==> src/rtl/adc_idelay_calibrator.sv <==
// adc_idelay_calibrator
// Per-channel input-delay calibration sequencer for the LTC2387 capture datapath.
// Every channel sweeps taps 0..MAX_TAP in lockstep with the ADC test pattern enabled.
// Each unmasked channel is then parked at the centre of its widest error-free tap
// window, or at its pre-calibration tap if that window is shorter than MIN_WINDOW.
// Manual tap writes are accepted while idle.
// Build option: define ADC_CAL_DCO_CHECK_EN to add the bad_dco_counter input; a tap
// then also needs a zero DCO error count to be considered good.
module adc_idelay_calibrator #(
    parameter int NUM_CH        = 16,
    parameter int DELAY_BITS    = 9,
    parameter int MAX_TAP       = 511,
    parameter int SETTLE_CYCLES = 64,
    parameter int DWELL_CYCLES  = 4096,
    parameter int MIN_WINDOW    = 8,
    parameter int DEFAULT_TAP   = 256
) (
    input  logic                         clk,
    input  logic                         rst,
    input  logic                         start,
    input  logic                         abort,
    input  logic [NUM_CH-1:0]            ch_mask,
    input  logic                         man_we,
    input  logic [NUM_CH*DELAY_BITS-1:0] man_delay,
    input  logic [NUM_CH*16-1:0]         bad_data_counter,
`ifdef ADC_CAL_DCO_CHECK_EN
    input  logic [NUM_CH*16-1:0]         bad_dco_counter,
`endif
    output logic [NUM_CH*DELAY_BITS-1:0] ch_delay,
    output logic [NUM_CH-1:0]            ch_load,
    output logic                         adc_testpat,
    output logic                         clear_counters,
    output logic                         busy,
    output logic                         done,
    output logic [NUM_CH-1:0]            ch_fail,
    output logic [NUM_CH*DELAY_BITS-1:0] ch_window
);

    // Window lengths need one extra bit: a fully good sweep is MAX_TAP+1 taps long.
    localparam int LEN_W   = DELAY_BITS + 1;
    localparam int CNT_MAX = (SETTLE_CYCLES > DWELL_CYCLES) ? SETTLE_CYCLES : DWELL_CYCLES;
    localparam int CNT_W   = $clog2(CNT_MAX + 1);

    localparam logic [DELAY_BITS-1:0] LAST_TAP    = DELAY_BITS'(MAX_TAP);
    localparam logic [DELAY_BITS-1:0] RESET_TAP   = DELAY_BITS'(DEFAULT_TAP);
    localparam logic [LEN_W-1:0]      WIN_SAT     = LEN_W'((1 << DELAY_BITS) - 1);
    localparam logic [LEN_W-1:0]      MIN_LEN     = LEN_W'(MIN_WINDOW);
    localparam logic [CNT_W-1:0]      SETTLE_LAST = CNT_W'(SETTLE_CYCLES - 1);
    localparam logic [CNT_W-1:0]      DWELL_LAST  = CNT_W'(DWELL_CYCLES - 1);

    typedef enum logic [3:0] {
        S_IDLE,
        S_SET_TAP,
        S_SETTLE,
        S_CLEAR,
        S_DWELL,
        S_SAMPLE,
        S_NEXT,
        S_FINAL,
        S_APPLY
    } state_t;

    state_t                  state;
    state_t                  next_state;
    logic [CNT_W-1:0]        cnt;
    logic [DELAY_BITS-1:0]   tap;
    logic [NUM_CH-1:0]       mask_r;
    logic [NUM_CH-1:0]       good;

    logic [DELAY_BITS-1:0]   restore    [NUM_CH];
    logic [DELAY_BITS-1:0]   cur_start  [NUM_CH];
    logic [LEN_W-1:0]        cur_len    [NUM_CH];
    logic [DELAY_BITS-1:0]   best_start [NUM_CH];
    logic [LEN_W-1:0]        best_len   [NUM_CH];
    logic [DELAY_BITS-1:0]   target     [NUM_CH];
    logic [DELAY_BITS-1:0]   win_clip   [NUM_CH];
    logic [NUM_CH-1:0]       too_short;

    // State register.
    // NOTE: clocked state uses non-blocking assignments so every flop samples pre-edge values.
    always_ff @(posedge clk) begin
        if (rst) state <= S_IDLE;
        else     state <= next_state;
    end

    // Next-state decode and the state-derived control outputs.
    // NOTE: every output of this block gets a default first, so no path can infer a latch.
    always_comb begin
        next_state     = state;
        busy           = (state != S_IDLE);
        done           = 1'b0;
        adc_testpat    = 1'b0;
        clear_counters = 1'b0;
        case (state)
            S_IDLE:    if (start) next_state = S_SET_TAP;
            S_SET_TAP: begin
                adc_testpat = 1'b1;
                next_state  = S_SETTLE;
            end
            S_SETTLE:  begin
                adc_testpat = 1'b1;
                if (cnt == SETTLE_LAST) next_state = S_CLEAR;
            end
            S_CLEAR:   begin
                adc_testpat    = 1'b1;
                clear_counters = 1'b1;
                next_state     = S_DWELL;
            end
            S_DWELL:   begin
                adc_testpat = 1'b1;
                if (cnt == DWELL_LAST) next_state = S_SAMPLE;
            end
            S_SAMPLE:  begin
                adc_testpat = 1'b1;
                next_state  = S_NEXT;
            end
            S_NEXT:    begin
                adc_testpat = 1'b1;
                next_state  = (tap == LAST_TAP) ? S_FINAL : S_SET_TAP;
            end
            S_FINAL:   begin
                adc_testpat = 1'b1;
                next_state  = S_APPLY;
            end
            S_APPLY:   begin
                done       = 1'b1;
                next_state = S_IDLE;
            end
            default:   next_state = S_IDLE;
        endcase
        // Abort overrides every active state and suppresses the completion pulse.
        if (state != S_IDLE && abort) begin
            next_state = S_IDLE;
            done       = 1'b0;
        end
    end

    // Cycle counter for SETTLE and DWELL; restarts on every state change.
    always_ff @(posedge clk) begin
        if (rst || state != next_state)                 cnt <= '0;
        else if (state == S_SETTLE || state == S_DWELL) cnt <= cnt + CNT_W'(1);
    end

    // Good-tap test on the error counters for the current tap.
    always_comb begin
        for (int i = 0; i < NUM_CH; i++) begin
`ifdef ADC_CAL_DCO_CHECK_EN
            good[i] = (bad_data_counter[i*16 +: 16] == 16'd0) &&
                      (bad_dco_counter[i*16 +: 16] == 16'd0);
`else
            good[i] = (bad_data_counter[i*16 +: 16] == 16'd0);
`endif
        end
    end

    // Restore snapshot and per-channel run trackers.
    // NOTE: these arrays have no reset; start loads every entry before any of them is read.
    always_ff @(posedge clk) begin
        for (int i = 0; i < NUM_CH; i++) begin
            if (state == S_IDLE && start) begin
                restore[i]    <= ch_delay[i*DELAY_BITS +: DELAY_BITS];
                cur_start[i]  <= '0;
                cur_len[i]    <= '0;
                best_start[i] <= '0;
                best_len[i]   <= '0;
            end else if (state == S_SAMPLE) begin
                if (good[i]) begin
                    if (cur_len[i] == '0) cur_start[i] <= tap;
                    cur_len[i] <= cur_len[i] + LEN_W'(1);
                end else begin
                    // Strict compare: on a tie the earlier window is kept.
                    if (cur_len[i] > best_len[i]) begin
                        best_len[i]   <= cur_len[i];
                        best_start[i] <= cur_start[i];
                    end
                    cur_len[i] <= '0;
                end
            end else if (state == S_FINAL) begin
                // A run still open at MAX_TAP ends here; it does not wrap to tap 0.
                if (cur_len[i] > best_len[i]) begin
                    best_len[i]   <= cur_len[i];
                    best_start[i] <= cur_start[i];
                end
                cur_len[i] <= '0;
            end
        end
    end

    // Per-channel result: window centre, clipped window length and short-window flag.
    always_comb begin
        for (int i = 0; i < NUM_CH; i++) begin
            target[i]    = best_start[i] + DELAY_BITS'(best_len[i] >> 1);
            win_clip[i]  = (best_len[i] > WIN_SAT) ? WIN_SAT[DELAY_BITS-1:0]
                                                   : best_len[i][DELAY_BITS-1:0];
            too_short[i] = (best_len[i] < MIN_LEN);
        end
    end

    // Tap outputs, load strobes, sweep position and the published results.
    always_ff @(posedge clk) begin
        if (rst) begin
            for (int i = 0; i < NUM_CH; i++) ch_delay[i*DELAY_BITS +: DELAY_BITS] <= RESET_TAP;
            ch_load   <= '0;
            ch_fail   <= '0;
            ch_window <= '0;
            mask_r    <= '0;
            tap       <= '0;
        end else begin
            ch_load <= '0;
            if (state != S_IDLE && abort) begin
                // Put unmasked channels back where they were before the run.
                for (int i = 0; i < NUM_CH; i++)
                    if (!mask_r[i]) ch_delay[i*DELAY_BITS +: DELAY_BITS] <= restore[i];
                ch_load <= ~mask_r;
            end else begin
                case (state)
                    S_IDLE: begin
                        if (start) begin
                            mask_r <= ch_mask;
                            tap    <= '0;
                        end else if (man_we) begin
                            ch_delay <= man_delay;
                            ch_load  <= '1;
                        end
                    end
                    S_SET_TAP: begin
                        for (int i = 0; i < NUM_CH; i++)
                            if (!mask_r[i]) ch_delay[i*DELAY_BITS +: DELAY_BITS] <= tap;
                        ch_load <= ~mask_r;
                    end
                    S_NEXT: if (tap != LAST_TAP) tap <= tap + DELAY_BITS'(1);
                    S_APPLY: begin
                        for (int i = 0; i < NUM_CH; i++) begin
                            if (mask_r[i]) begin
                                ch_fail[i]                                <= 1'b0;
                                ch_window[i*DELAY_BITS +: DELAY_BITS]     <= '0;
                            end else begin
                                ch_fail[i]                                <= too_short[i];
                                ch_window[i*DELAY_BITS +: DELAY_BITS]     <= win_clip[i];
                                ch_delay[i*DELAY_BITS +: DELAY_BITS]      <=
                                    too_short[i] ? restore[i] : target[i];
                            end
                        end
                        ch_load <= ~mask_r;
                    end
                    default: ;
                endcase
            end
        end
    end

endmodule
==> config.mk <==
export PLATFORM = sky130hd
export DESIGN_NAME = adc_idelay_calibrator
export DESIGN_NICKNAME = d
export VERILOG_FILES = /design/src/rtl/adc_idelay_calibrator.sv
export SDC_FILE = /design/constraint.sdc
export NUM_CORES = 2
export LEC_CHECK = 0
export BUFFER_PORTS_ARGS = -buffer_cell sky130_fd_sc_hd__buf_2
export CORE_ASPECT_RATIO = 0.5
export CORE_MARGIN = 3
export CORE_UTILIZATION = 60
export CTS_CLUSTER_DIAMETER = 100
export CTS_CLUSTER_SIZE = 14
export DETAILED_ROUTE_END_ITERATION = 8
export GPL_TIMING_DRIVEN = 1
export HOLD_SLACK_MARGIN = 0.03
export PLACE_DENSITY_LB_ADDON = 0.2
export SLEW_MARGIN = 20
export SYNTH_ARGS = -nofsm -noshare
export SYNTH_HDL_FRONTEND = slang
export SYNTH_SLANG_ARGS = --single-unit
export TNS_END_PERCENT = 5
==> constraint.sdc <==
create_clock -name clk -period 25.1 [get_ports clk]
set_input_delay 5.02 -clock clk [delete_from_list [all_inputs] [get_ports clk]]
set_output_delay 5.02 -clock clk [all_outputs]
set_load 0.01 [all_outputs]
# Word-level counts from Yosys, hierarchy flattened
# Memory sizes are Yosys's and may differ from the RTL's.
# Cells that the tools add are included.
[classes] muxes=619 n_eq_ne=65 addsub=34 order_cmp=48 n_reduce_logical=61 bitwise=130
[ops] operator="$mux W9" n=146
[ops] operator="$mux W10" n=80
[ops] operator="$mux W144" n=3
[ops] operator="$pmux W144 S3" n=1
[ops] operator="$mux W1" n=378
[ops] operator="$logic_not A16 Y1" n=16
[ops] operator="$add A10 B1 Y10 const B" n=16
[ops] operator="$gt A10 B10 Y1" n=16
[ops] operator="$gt A10 B9 Y1 const B" n=16
[ops] operator="$logic_not A10 Y1" n=16
[ops] operator="$lt A10 B4 Y1 const B" n=16
[ops] operator="$add A9 B9 Y9" n=16
[ops] operator="$or A1 B1 Y1" n=128
[ops] operator="$ne A2 B2 Y1 const B" n=50
[ops] operator="$reduce_and A6 Y1" n=16
[ops] operator="$mux W16" n=3
[ops] operator="$pmux W16 S2" n=1
[ops] operator="$pmux W4 S8" n=1
[ops] operator="$pmux W9 S2" n=1
[ops] operator="$eq A4 B3 Y1 const B" n=4
[ops] operator="$mux W4" n=4
[ops] operator="$not A16 Y16" n=1
[ops] operator="$add A13 B1 Y13 const B" n=1
[ops] operator="$eq A13 B12 Y1 const B" n=1
[ops] operator="other kinds (21)" n=26
[word_totals] register_bits=362 memories=5 wordCells=985 input_bits=421 mem_bits_rw=752 out_inout_bits=324
[memory_table] memory="best_len" depth=16 width=10 read_ports=16 rd_ports_with_merged_regs=0 write_ports=16 line="74" text="logic [LEN_W-1:0] best_len [NUM_CH];"
[memory_table] memory="cur_len" depth=16 width=10 read_ports=16 rd_ports_with_merged_regs=0 write_ports=16 line="72" text="logic [LEN_W-1:0] cur_len [NUM_CH];"
[memory_table] memory="best_start" depth=16 width=9 read_ports=16 rd_ports_with_merged_regs=0 write_ports=16 line="73" text="logic [DELAY_BITS-1:0] best_start [NUM_CH];"
[memory_table] memory="cur_start" depth=16 width=9 read_ports=16 rd_ports_with_merged_regs=0 write_ports=16 line="71" text="logic [DELAY_BITS-1:0] cur_start [NUM_CH];"
[memory_table] memory="restore" depth=16 width=9 read_ports=16 rd_ports_with_merged_regs=0 write_ports=16 line="70" text="logic [DELAY_BITS-1:0] restore [NUM_CH];"

# Longest topological paths before layout
[logic_depth] ltp_word=8 ltp_mapped=11 mapped_depth_nobuf=10

# Worst setup path after synthesis
# OpenSTA, ideal clock, no wires.
[synth_path] path_type="input port to flip-flop" start="input start" end="memory cur_len[0][10] (netlist name) (enable)" path_stages=3 n_path_buf=1 t_arrival_ns=9.637 setup_time_ns=1.965 setup_slack_ns=13.498 t_required_ns=23.135 path_cell_list="nand2_1 -> clkbuf_1 -> o21ai_0"
[synth_rtl] element="from (decl)" line="20" text="input logic start,"
[synth_rtl] element="to (decl)" line="72"

# Worst setup path in the final report
[layout_path] start="input abort" end="output done"
[layout_between] elab_chain_len=2
[layout_rtl] element="from (decl)" line="21" text="input logic abort,"
[layout_rtl] element="$logic_and A1 B1 Y1" line="132" text="if (state != S_IDLE && abort) begin"
[layout_rtl] element="$mux W1" line="132"
[layout_rtl] element="to (decl)" line="34" text="output logic done,"
# Every way passes these cells.

==> results.py <==
metrics = {
    "detailed_routing": {
        "routed_wirelength_um": 178800,
        "drtPass1Iterations": 8,
        "routed_via_count": 46507,
        "drc": 0,
        "detail_route.vias_per_cell": 6.292,
        "wire_per_inst_um": 24.19,
        "dr.first_iter.drc_count": 5491,
        "drtAntennaViolNets": 0,
    },
    "sta": {
        "worst-slew-pin-transition_ns": 1.192,
        "timing.max_slew.rel_slack_pct": 20.35,
        "timing.setup.tns_ns": 0,
        "final.setup_skew_ns": 0.02499,
        "final-hold-violation-count": 0,
        "setup_viol": 0,
        "final.period_utilization_pct": 49.29,
        "finalWorstPathRequiredPeriod_ns": 12.37,
        "finalMaxSlewViolations": 0,
        "maxClockFrequency_ghz": 0.08083,
        "grt_setup_unrepaired": "no",
    },
    "clock_tree": {
        "post-cts-setup-buffers": 0,
        "cts_resized": 0,
        "cts-htree-levels": 3,
        "clock_sink_count": 1114,
        "worstSkewPairLatency_ns": 0.71,
        "clock-root-buffer": "sky130_fd_sc_hd__clkbuf_16",
        "post_cts_hold_buffer_count": 0,
        "cts.path.max_buffers": 3,
        "tritoncts": "yes",
        "worst_setup_hold_path_clk_slew_ns": 0.07,
        "cts_inserted_buffers": 89,
    },
    "synth": {
        "synthesis.nets": 6188,
        "synth_top_flop_cell": "sky130_fd_sc_hd__edfxtp_1",
        "ys_seq_area_share_pct": 53.06,
        "yosys_warnings": 0,
        "synthTopCellsByCount": "sky130_fd_sc_hd__edfxtp_1, sky130_fd_sc_hd__nor2_1, sky130_fd_sc_hd__a21oi_1",
        "main_area_contributors_after_synthesis": "sky130_fd_sc_hd__edfxtp_1, sky130_fd_sc_hd__dfxtp_1, sky130_fd_sc_hd__ha_1",
        "synthesis.area_um2": 56210,
        "dominant_cell_type_by_area_after_synthesis": "sky130_fd_sc_hd__edfxtp_1",
        "post_synth_arst_share_pct": 0,
        "yosys.cell_count.top_type": "sky130_fd_sc_hd__edfxtp_1",
        "netlist_instances": 5428,
        "flop_and_latch_count_out_of_synthesis": 1114,
        "synth_enable_flop_cells": 752,
        "synth.distinct_cells": 70,
        "synth_top_area_share_pct": 40.17,
        "post_synth.cell_area_avg_um2": 10.36,
    },
    "floorplan": {
        "initial_utilization_pct": 61.28,
        "die_w_um": 438.9,
        "die_area_um2": 97620,
        "design.core.area_um2": 91740,
        "die_h_um": 222.4,
        "boundaryPins": 745,
        "placement_rows": 78,
    },
    "layout": {
        "syn_to_final_growth_pct": 13.39,
        "fin_nets": 6819,
        "final.fill_count": 6856,
        "final_layout_size_suffix_gt1_share_pct": 15.44,
        "finalCoreUtilization_pct": 69.48,
    },
    "worst_setup_path": {
        "crit_path_cell_trace": "buf_2 -> nand2_4 -> nand2_4 -> clkinv_1 -> buf_4 -> buf_2",
        "critical_path_class": "input pin to primary output",
        "timing.critical_path.slowest_cell_delay_ns": 0.49,
        "timing.critical_path.to_type": "primary output",
        "delay_heaviest_family_cp": "buffers and inverters",
        "worstPathMaxFanout": 37,
        "element_type_at_the_critical_path_start": "input pin",
        "worst-path-buf-inv": 4,
        "critical_path_depth": 6,
        "required_time_at_the_worst_slack_endpoint_ns": 20.08,
        "timing.reg2reg.worst_path_depth": 7,
        "cp_data_arrival_time_ns": 7.35,
        "timing.critical_path.slowest_stage_cell": "sky130_fd_sc_hd__nand2_4",
    },
    "run_status": {
        "run_status": "finished clean",
    },
    "grt": {
        "grt_pass1_wl_um": 265900,
        "first_global_vias": 44540,
        "maximum_number_of_pins_on_one_net_before_global_route_repair": 215,
        "global_route.overflow_total": 0,
        "grt_use_total_pct": 35.61,
        "grt_antenna_before_repair": 24,
    },
    "pwr": {
        "power.share.clock_pct": 33.4,
        "power_density_nw_per_um2": 64.20,
        "ir_worst_vdd_mv": 0.05002,
        "intPower_uw": 2971,
        "sw_frac_of_total_pct": 27.39,
        "combPwrFrac_pct": 13.4,
        "power_dissipated_by_switching_net_loads_uw": 1121,
        "total_leakage_power_uw": 0.02595,
        "sequentialPowerShare_pct": 53.2,
    },
    "flow_run": {
        "drv_cap": 0,
    },
    "place": {
        "place.detailed.hpwl_um": 125400,
        "port_buffers": 744,
        "gp_congestion": 0.9609,
    },
    "worst_hold_path": {
        "min_delay_path_depth": 0,
        "worst_hold_path_type": "register to register",
    },
}
-- worst register-to-register path, delay by kind of cell, from the launching register on --
| family | cells | cell delay [ns] |
|---|---|---|
| DFF | 1 | 0.56 |
| and+or+nand+nor | 2 | 0.93 |
| buffers and inverters | 4 | 2.63 |
| AOI/OAI and AO/OA | 1 | 0.25 |
-- layer usage --
metal	share of wire, %	up-vias	wire (um)	global-route usage [%]
met1	38	22365	68820	47.00
met4	5.8	0	10400	18.99
li1	-	21120	-	-
met3	11	517	19330	8.179
met2	45	2505	80230	54.90
met5	0	-	0	0
-- flip-flops by register name, indices dropped and copies added (netlist names) --
signal      count
best_start    144
ch_delay      144
ch_load        16
cur_len       160
best_len      160
cnt            13
ch_window     144
cur_start     144
restore       144
state           4
mask_r         16
ch_fail        16
tap             9
-- worst paths after layout --
kind,startpoint,endpoint,slack (ns)
min,ch_delay[2],restore[0][2],0.46
max reg2reg,state[3],cur_len[0][22],20.25
max,abort,done,12.73
min reg2reg,ch_delay[2],restore[0][2],0.46
-- layout by cell type (no fill, tap or decap), types with 16 or more instances in the layout --
cell	instances
sky130_fd_sc_hd__o211ai_1	110
sky130_fd_sc_hd__nand3_1	135
sky130_fd_sc_hd__a211oi_1	173
sky130_fd_sc_hd__and2_1	363
sky130_fd_sc_hd__nor2_1	564
sky130_fd_sc_hd__edfxtp_1	752
sky130_fd_sc_hd__dfxtp_1	361
sky130_fd_sc_hd__mux2i_1	41
sky130_fd_sc_hd__or3_1	19
sky130_fd_sc_hd__o21ai_0	212
sky130_fd_sc_hd__clkbuf_1	70
sky130_fd_sc_hd__a221oi_1	52
sky130_fd_sc_hd__xor2_1	126
sky130_fd_sc_hd__a21oi_1	469
sky130_fd_sc_hd__buf_2	743
sky130_fd_sc_hd__clkinv_1	18
sky130_fd_sc_hd__fa_1	16
sky130_fd_sc_hd__nand4_1	48
sky130_fd_sc_hd__o21ai_1	22
sky130_fd_sc_hd__buf_4	51
sky130_fd_sc_hd__nand2_1	342
sky130_fd_sc_hd__clkbuf_16	93
sky130_fd_sc_hd__or2_2	17
sky130_fd_sc_hd__inv_1	201
sky130_fd_sc_hd__nand4b_1	17
sky130_fd_sc_hd__and3_1	103
sky130_fd_sc_hd__ha_1	323
sky130_fd_sc_hd__xnor2_1	129
sky130_fd_sc_hd__a21o_1	89
sky130_fd_sc_hd__a31oi_1	39
sky130_fd_sc_hd__o21bai_1	23
sky130_fd_sc_hd__diode_2	17
sky130_fd_sc_hd__nor3_1	115
sky130_fd_sc_hd__nor4_1	101
-- cell type report --
cell class	instances	area, um^2	share of cell area (%)
Inverter	222	840.8	1.319
Sequential cell	1114	29830	46.80
Tap cell	1240	1551	2.434
Clock buffer	163	2590	4.064
Timing Repair Buffer	796	4136	6.490
Clock inverter	3	26.28	0.04122
Antenna cell	17	42.54	0.06674
Multi-Input combinational cell	3836	24720	38.78
-- through the flow --
| step | total power [uW] | instances | setup slack (ns) | instance area (um^2) | hold slack, ns |
|---|---|---|---|---|---|
| finish | 4092 | 7391 | 12.73 | 63740 | 0.4587 |
| global route | 4220 | 7381 | 12.70 | 63710 | 0.4673 |
| CTS | 4082 | 7374 | 12.83 | 63680 | 0.4571 |
| detailed placement | 2744 | 7208 | 12.84 | 61060 | 0.4344 |
| global placement | 2725 | 7208 | 12.88 | 61060 | 0.4322 |
| floorplan | 2518 | 5428 | 13.50 | 56210 | 0.4719 |
-- logic make-up (layout without fill, tap and decap cells) --
family | after synthesis | after routing | share of synthesized area, %
flip-flops | 1114 | 1114 | 53.06
other | 0 | 17 | 0
multiplexers | 43 | 43 | 0.7701
XOR/XNOR | 255 | 255 | 3.973
adder cells (fa/ha/maj) | 339 | 339 | 7.759
AO/OA/AOI/OAI | 1314 | 1314 | 14.68
AND/OR/NAND/NOR | 1885 | 1885 | 16.53
buffers and inverters | 478 | 1184 | 3.223
-- power by group through the flow --
stage | clock (uW) | sequential [uW] | combinational, uW
2_1_floorplan | 0 | 2200 | 321
4_1_cts | 1370 | 2170 | 536
3_5_place_dp | 0 | 2210 | 532
3_3_place_gp | 0 | 2210 | 518
5_1_grt | 1440 | 2190 | 592
6_report | 1370 | 2180 | 548
Note: power is estimated with default switching activity, not from simulation.
